<file path="config.mk">
export PLATFORM = sky130hd
export DESIGN_NAME = truth_table_sweeper
export DESIGN_NICKNAME = d
export VERILOG_FILES = /design/src/rtl/truth_table_sweeper.sv
export SDC_FILE = /design/constraint.sdc
export NUM_CORES = 1
export LEC_CHECK = 0
export ABC_AREA = 1
export CORE_MARGIN = 10
export CORE_UTILIZATION = 62
export CTS_CLUSTER_DIAMETER = 80
export DETAILED_ROUTE_END_ITERATION = 8
export DONT_BUFFER_PORTS = 1
export GPL_ROUTABILITY_DRIVEN = 1
export MAX_ROUTING_LAYER = met4
export PLACE_DENSITY = 0.81
export SLEW_MARGIN = 20
export SYNTH_ARGS = -nofsm -noshare
export SYNTH_HDL_FRONTEND = slang
export SYNTH_SLANG_ARGS = --single-unit
</file>
<file path="constraint.sdc">
create_clock -name clk -period 1.6 [get_ports clk]
set_input_delay 0.24 -clock clk [delete_from_list [all_inputs] [get_ports clk]]
set_output_delay 0.24 -clock clk [all_outputs]
set_load 0.01 [all_outputs]
</file>
<file path="src/rtl/truth_table_sweeper.sv">
// Exhaustive stimulus generator and checker for an N-input, 1-output combinational DUT.
// Sweeps every input vector, compares the sampled output with a golden truth table and reports the results.
module truth_table_sweeper #(
    parameter int                   N_IN        = 4,
    parameter int                   HOLD_CYCLES = 20,
    parameter logic [(2**N_IN)-1:0] EXPECTED    = '0,
    parameter int                   CNT_W       = N_IN + 1
) (
    input  logic             clk,
    input  logic             rst_n,
    input  logic             start,
    input  logic             loop_en,
    input  logic             abort,
    input  logic             dut_out,
    output logic [N_IN-1:0]  stim,
    output logic             busy,
    output logic             done,
    output logic             pass,
    output logic [CNT_W-1:0] err_count,
    output logic [N_IN-1:0]  first_fail_vec,
    output logic             first_fail_valid,
    output logic [1:0]       state_dbg
);

    typedef enum logic [1:0] {
        IDLE   = 2'd0,
        DRIVE  = 2'd1,
        SAMPLE = 2'd2,
        DONE   = 2'd3
    } state_t;

    localparam int               HW        = (HOLD_CYCLES > 2) ? $clog2(HOLD_CYCLES) : 1;
    localparam logic [HW-1:0]    HOLD_LAST = HW'(HOLD_CYCLES - 2);
    localparam logic [N_IN-1:0]  STIM_LAST = '1;
    localparam logic [CNT_W-1:0] CNT_MAX   = '1;

    state_t             state, state_d;
    logic [HW-1:0]      hold_cnt, hold_d;
    logic [N_IN-1:0]    stim_d, ffv_d;
    logic [CNT_W-1:0]   err_d;
    logic               ffvalid_d, pass_d, done_d, busy_d;
    logic               restart, mismatch;

    assign state_dbg = state;

    always_ff @(posedge clk or negedge rst_n) begin
        if (!rst_n) begin
            state            <= IDLE;
            stim             <= '0;
            hold_cnt         <= '0;
            busy             <= 1'b0;
            done             <= 1'b0;
            pass             <= 1'b0;
            err_count        <= '0;
            first_fail_vec   <= '0;
            first_fail_valid <= 1'b0;
        end else begin
            state            <= state_d;
            stim             <= stim_d;
            hold_cnt         <= hold_d;
            busy             <= busy_d;
            done             <= done_d;
            pass             <= pass_d;
            err_count        <= err_d;
            first_fail_vec   <= ffv_d;
            first_fail_valid <= ffvalid_d;
        end
    end

    always_comb begin
        state_d   = state;
        stim_d    = stim;
        hold_d    = hold_cnt;
        err_d     = err_count;
        ffv_d     = first_fail_vec;
        ffvalid_d = first_fail_valid;
        pass_d    = pass;
        done_d    = 1'b0;
        restart   = 1'b0;
        mismatch  = (dut_out != EXPECTED[stim]);

        if (abort && (state != IDLE)) begin
            // Results of the partial sweep stay visible; only the stimulus is parked.
            state_d = IDLE;
            stim_d  = '0;
            hold_d  = '0;
            pass_d  = 1'b0;
        end else begin
            case (state)
                IDLE: begin
                    if (start && !abort) begin
                        restart = 1'b1;
                        pass_d  = 1'b0;
                    end
                end
                DRIVE: begin
                    hold_d = hold_cnt + 1'b1;
                    if (hold_cnt == HOLD_LAST) state_d = SAMPLE;
                end
                SAMPLE: begin
                    if (mismatch) begin
                        if (err_count != CNT_MAX) err_d = err_count + 1'b1;
                        if (!first_fail_valid) begin
                            ffv_d     = stim;
                            ffvalid_d = 1'b1;
                        end
                    end
                    if (stim == STIM_LAST) begin
                        state_d = DONE;
                    end else begin
                        stim_d  = stim + 1'b1;
                        hold_d  = '0;
                        state_d = DRIVE;
                    end
                end
                DONE: begin
                    // err_count already includes the final compare made in SAMPLE.
                    done_d = 1'b1;
                    pass_d = (err_count == '0);
                    if (loop_en) restart = 1'b1;
                    else         state_d = IDLE;
                end
                default: state_d = IDLE;
            endcase

            if (restart) begin
                state_d   = DRIVE;
                stim_d    = '0;
                hold_d    = '0;
                err_d     = '0;
                ffvalid_d = 1'b0;
            end
        end

        busy_d = (state_d == DRIVE) || (state_d == SAMPLE);
    end

endmodule
</file>
; ---- Word-level counts from Yosys, hierarchy flattened
; Memory sizes are Yosys's and may differ from the RTL's.
; Index checks and enable logic that the tools add are counted.
[word_totals]
reg_bits = 24
latchBits = 0
ramBits = 0
rom_bits = 16
inputBits = 6
output_inout_bits = 19
elab_cells = 78
memories = 1
[classes]
addsub = 3
multipliers = 0
div_mod_pow = 0
n_lt_le_gt_ge = 1
n_eq_ne = 12
shift = 0
muxes = 31
n_bitwise = 2
n_reduce_logical = 19
[mem_list]
columns = name, words, word_bits, rd, rd_ports_with_merged_regs, write_ports, line_no
row1 = (no name shown), 16, 1, 1, 0, 0, 80  ; mismatch = (dut_out != EXPECTED[stim]);
[op_table]
columns = op, n
row1 = 2-to-1 mux 5 bit, 7
row2 = 2-to-1 mux 4 bit, 4
row3 = 2-to-1 mux 1 bit, 11
row4 = adder 5 x 1 -> 5 bit (second input constant), 2
row5 = 2-to-1 mux 2 bit, 5
row6 = one-hot mux 5 bit (2 select lines), 1
row7 = AND reduction 4 bit, 2
row8 = nonzero test 2 bit, 4
row9 = == test 2 bit (second input constant), 3
row10 = one-hot mux 2 bit (3 select lines), 1
row11 = AND reduction 2 bit, 3
row12 = nonzero test 3 bit, 2
row13 = == test 5 bit (second input constant), 1
row14 = logical NOT 5 bit, 1
row15 = less-than comparator 4 x 5 -> 1 bit (second input constant), 1
row16 = != test 5 bit (second input constant), 1
row17 = adder 4 x 1 -> 4 bit (second input constant), 1
row18 = == test 2 x 1 -> 1 bit (second input constant), 2
row19 = == test 4 bit (second input constant), 1
row20 = != test 4 bit (second input constant), 1
row21 = one-hot mux 1 bit (2 select lines), 2
row22 = nonzero test 4 bit, 1
row23 = != test 3 x 2 -> 1 bit (second input constant), 1
row24 = != test 3 bit (second input constant), 1
row25 = other kinds (7), 9

; ---- Logic depth before layout (Yosys ltp)
[logic_depth]
ltp_word = 9
mapped_depth = 11
depth_no_buf = 11

; ---- Worst setup path before layout
; OpenSTA, ideal clock, no wires.
[synth_path]
kind = register -> register
startpoint = reg state[0] (netlist: state_dbg[0])
endpoint = reg first_fail_vec[2]
setup_ps = 118
arrival_time_ps = 1407
required_time_ps = 1482
path_slack_ps = 76
path_stages_with_launch = 10
path_buffers = 1
period_less_slack_ps = 1524
path_cell_list = dfrtp_1 inv_1 ha_1 inv_2 nand2_2 nand2_2 or2_0 buf_6 nand2_2 o21ai_2
[synth_via]
elab_chain_len = 4
elab_cells_between_ends = 5
cone_classes = eq/ne: 1 / bitwise: 1 / reduce/logical: 3
[synth_rtl]
columns = item, line_no
row1 = "start, declared", 37  ; state_t state, state_d;
row2 = "start signal, assigned", 58  ; state <= state_d;
row3 = nonzero test 2 bit, 82  ; if (abort && (state != IDLE)) begin
row4 = logical AND 1 bit, 82
row5 = NOT 1 bit (no line), n/a
row6 = AND reduction 4 bit (no line) (*), n/a
row7 = "end signal, assigned", 65  ; first_fail_vec <= ffv_d;
row8 = "end, declared", 20  ; output logic [N_IN-1:0] first_fail_vec,
; Every way passes the cells marked *; elsewhere a longest branch is shown, timed or not.
; A chain may end at the register's enable or synchronous reset.

; ---- Worst setup path after layout
[layout_path]
startpoint = reg state[0] (netlist: state_dbg[0])
endpoint = reg stim[3]
[layout_via]
elab_chain_len = 5
elab_cells_between_ends = 12
cone_classes = eq/ne: 3 / mux: 4 / reduce/logical: 5
[layout_rtl]
columns = item, line_no
row1 = == test 2 bit or logical NOT 2 bit (tied branches), 89  ; case (state)
row2 = one-hot mux 1 bit (2 select lines), 89
row3 = 2-to-1 mux 1 bit, 82
row4 = "!= test 3 x 2 -> 1 bit (no line), or another cell as far along", n/a
row5 = AND reduction 2 bit (no line) or 2-to-1 mux 4 bit (tied branches), n/a
row6 = "end signal, assigned", 59  ; stim <= stim_d;
row7 = "end, declared", 15  ; output logic [N_IN-1:0] stim,
; Parallel ways exist; a longest one is shown, timed or not. The select of a mux whose other input is x is not followed.

==> results.md <==
* Initial Util at between 60% and 70%
* Router iterations before antenna repair at 4
* Distinct cells, synth at 22
* Tcrit/Tclk final at 100.5%
* Max-cap violations at 0
* Num ports at 25
* Overflow after GRT at 0
* Delay-heaviest family, CP: simple AND/OR/NAND/NOR gates
* WP buf/inv at 2
* Failing checks: negative setup slack
* DR vias at 1436
* PD cells at approximately 1100 nW/um2
* Final non-filler cell total at 252
* Worst clock skew at 0.004286 ns
* Hold Path Class: input pin to flop
* Worst rel slew slack at 64.17%
* Flops & latches, synth at 24
* ANT cells at 0
* Gate Count Post-Synth at 203
* Antenna viol nets, final at 0
* Synth top area share at 38.87%
* Slowest CP cell: dfrtp_1
* Dpl hpwl at 2820 um
* Reg clk slew, reported paths at 0.14 ns
* Max Freq at 0.6219 GHz
* Total GRT Usage at between 10% and 20%
* Die ar. at 4890 um2
* Sequential area share after synthesis at 38.87%
* Crit Path Max Fanout at 4
* Worst hold margin at 0.1478 ns
* Fin nets at 241
* CP arrival at 1.84 ns
* WL per Instance at roughly 16 um
* Clk root buf: clkbuf_4
* Final worst slack at -0.007848 ns
* Iteration-0 DRC Markers at 172
* Placed cell count at around 240
* Site Rows at 18
* CP startpoint kind: flop
* Area delta synth->final at 20.08%
* Fin util at 76.29%
* Worst slew pin tran at 0.5375 ns
* Critical Setup Path Class: flop to flop
* Period minus WS final at 1.608 ns
* Syn avg cell area at 7.612 um2
* Number of H-tree levels at 1
* Core area at 2432 um2
* Clock tree sinks at 24
* Cells along the critical path: inv_2, ha_4, buf_4, nand2_1, nor2_1, nand3_1, nand2_1, nor2_1
* Leak at 1.014 nW
* Worst path max stage delay at 0.43 ns
* Status: finished, violations left
* Clock buffer depth at 2
* Pre-CTS WS at -0.02238 ns
* Num CTS Buffers at 3
* Antenna violations before repair at 0
* Post-Syn Nets at ~220
* Synth warn at 0
* Via density at 5.698
* Synth area leaders: dfrtp_1 (39%), nand2_1 (11%), ha_1 (9.7%)
* Netlist area before placement at 1545 um2
* Chip width at roughly 70 um
* Setup violators final at 1
* Buffers on Ports at 0
* Worst skew pair latency at 0.33 ns
* DRC Markers at 0
* Vias in the first global route at 1318
* Worst path required time at 1.83 ns
* CTS tree: yes
* Worst vdd ir at 0.9891 mV
* Share of layout cells above drive strength 1 at 28.38%
* RePlAce Congestion at 0.8730
* WL final at 4136 um
* Chip height at 69.93 um
* Fin. max-slew vios at 0
* Nature of the critical path endpoint: flop
* Pin count of the biggest net entering global routing at 25
* Biggest area consumer among synthesized cells: dfrtp_1
* First-pass GRT wire length at 6279 um
* Final hold viol count at 0
report_power, final:
| part | total [W] | switching (W) | internal, W |
|---|---|---|---|
| Sequential | 0.000786 | 0.0000987 | 0.000687 |
| Clock | 0.000456 | 0.000202 | 0.000254 |
| Combinational | 0.000866 | 0.000529 | 0.000336 |
| Total | 0.00211 | 0.000831 | 0.00128 |
state kept, by name, indices dropped and copies added (netlist names):
| name | count |
|---|---|
| stim | 4 |
| err_count | 5 |
| first_fail_valid | 1 |
| pass | 1 |
| hold_cnt | 5 |
| busy | 1 |
| done | 1 |
| first_fail_vec | 4 |
| state_dbg | 2 |
cell type report:
type / count / area, um2
tap: 30 / 37.54
clock buffer: 3 / 22.52
fill: 162 / 576.8
inverter: 38 / 142.6
timing repair buffer: 18 / 142.6
sequential: 24 / 601.8
multi-input combinational: 138 / 878.3
clock inverter: 1 / 30.03
final timing paths:
path / start / endpoint / slack, ns / cells after the start
setup / recovery: state_dbg[0]$_DFF_PN0_ / stim[3]$_DFFE_PN0P_ / -0.008 / 8
hold / removal: abort / busy$_DFF_PN0_ / 0.15 / 3
setup reg to reg: state_dbg[0]$_DFF_PN0_ / stim[3]$_DFFE_PN0P_ / -0.008 / 8
max in group asynchronous: rst_n / state_dbg[1]$_DFF_PN0_ / 0.81 / 2
hold reg to reg: hold_cnt[0]$_DFFE_PN0P_ / hold_cnt[0]$_DFFE_PN0P_ / 0.57 / 2
min in group asynchronous: rst_n / stim[2]$_DFFE_PN0P_ / 0.41 / 2
per-stage QoR:
stage	TNS, ns	instance area (um2)	power [W]
CTS	-0.002933	1753	0.001981
detailed placement	-0.1308	1660	0.001494
finish	-0.007848	1856	0.002108
global route	-0.1581	1856	0.002247
global placement	0	1660	0.001455
floorplan	0	1545	0.001313
cell usage after synthesis, drive strengths merged:
| cell type | instances |
|---|---|
| a21oi | 7 |
| buf | 3 |
| dfrtp | 24 |
| ha | 12 |
| inv | 38 |
| nand2 | 58 |
| nand3 | 21 |
| nand4 | 2 |
| nor2 | 22 |
| nor3 | 5 |
| o2111ai | 2 |
| o21ai | 8 |
| or2 | 1 |
layer usage:
metal / share of wire, % / global-route usage, % / vias up
met1: 39 / 16.64 / 684
met4: 3.1 / 6.579 / 0
li1: - / - / 673
met2: 50 / 25.38 / 63
met5: 0 / - / -
met3: 8.6 / 5.367 / 16
what timing repair did:
item / CTS / global route
resized for setup: 6 / 23
endpoints found under the hold margin: 24 / 24
hold buffers: 1 / 1
setup buffers: 1 / 1
setup endpoints to repair: 13 / 21
pin swaps: 0 / 7
cells in the final DEF, fill, tap and decap left out, types with 3 or more instances in the layout:
cell and instances:
inv_1 32, buf_4 14, nor2_1 16, o21ai_2 5, dfrtp_1 23, ha_1 7
clkbuf_4 3, nor2_2 5, inv_2 6, a21oi_1 5, nor3_1 4, nand2_1 45
nand2_4 5, nand3_1 19, ha_4 4, nand2_2 8
worst register-to-register path: cells and delay by family, from the launching register on:
kind                     cells  cell delay [ns]
AND/OR/NAND/NOR              5             0.65
adder cells (fa/ha/maj)      1             0.19
flip-flops                   1             0.43
buffers and inverters        2             0.25
cells by family after synthesis:
logic type	share of synthesized area, %
flip-flops	38.87
AO/OA/AOI/OAI	6.963
AND/OR/NAND/NOR	33.44
buffers and inverters	11.01
adder cells (fa/ha/maj)	9.716
(Power assumes the default switching activity.)
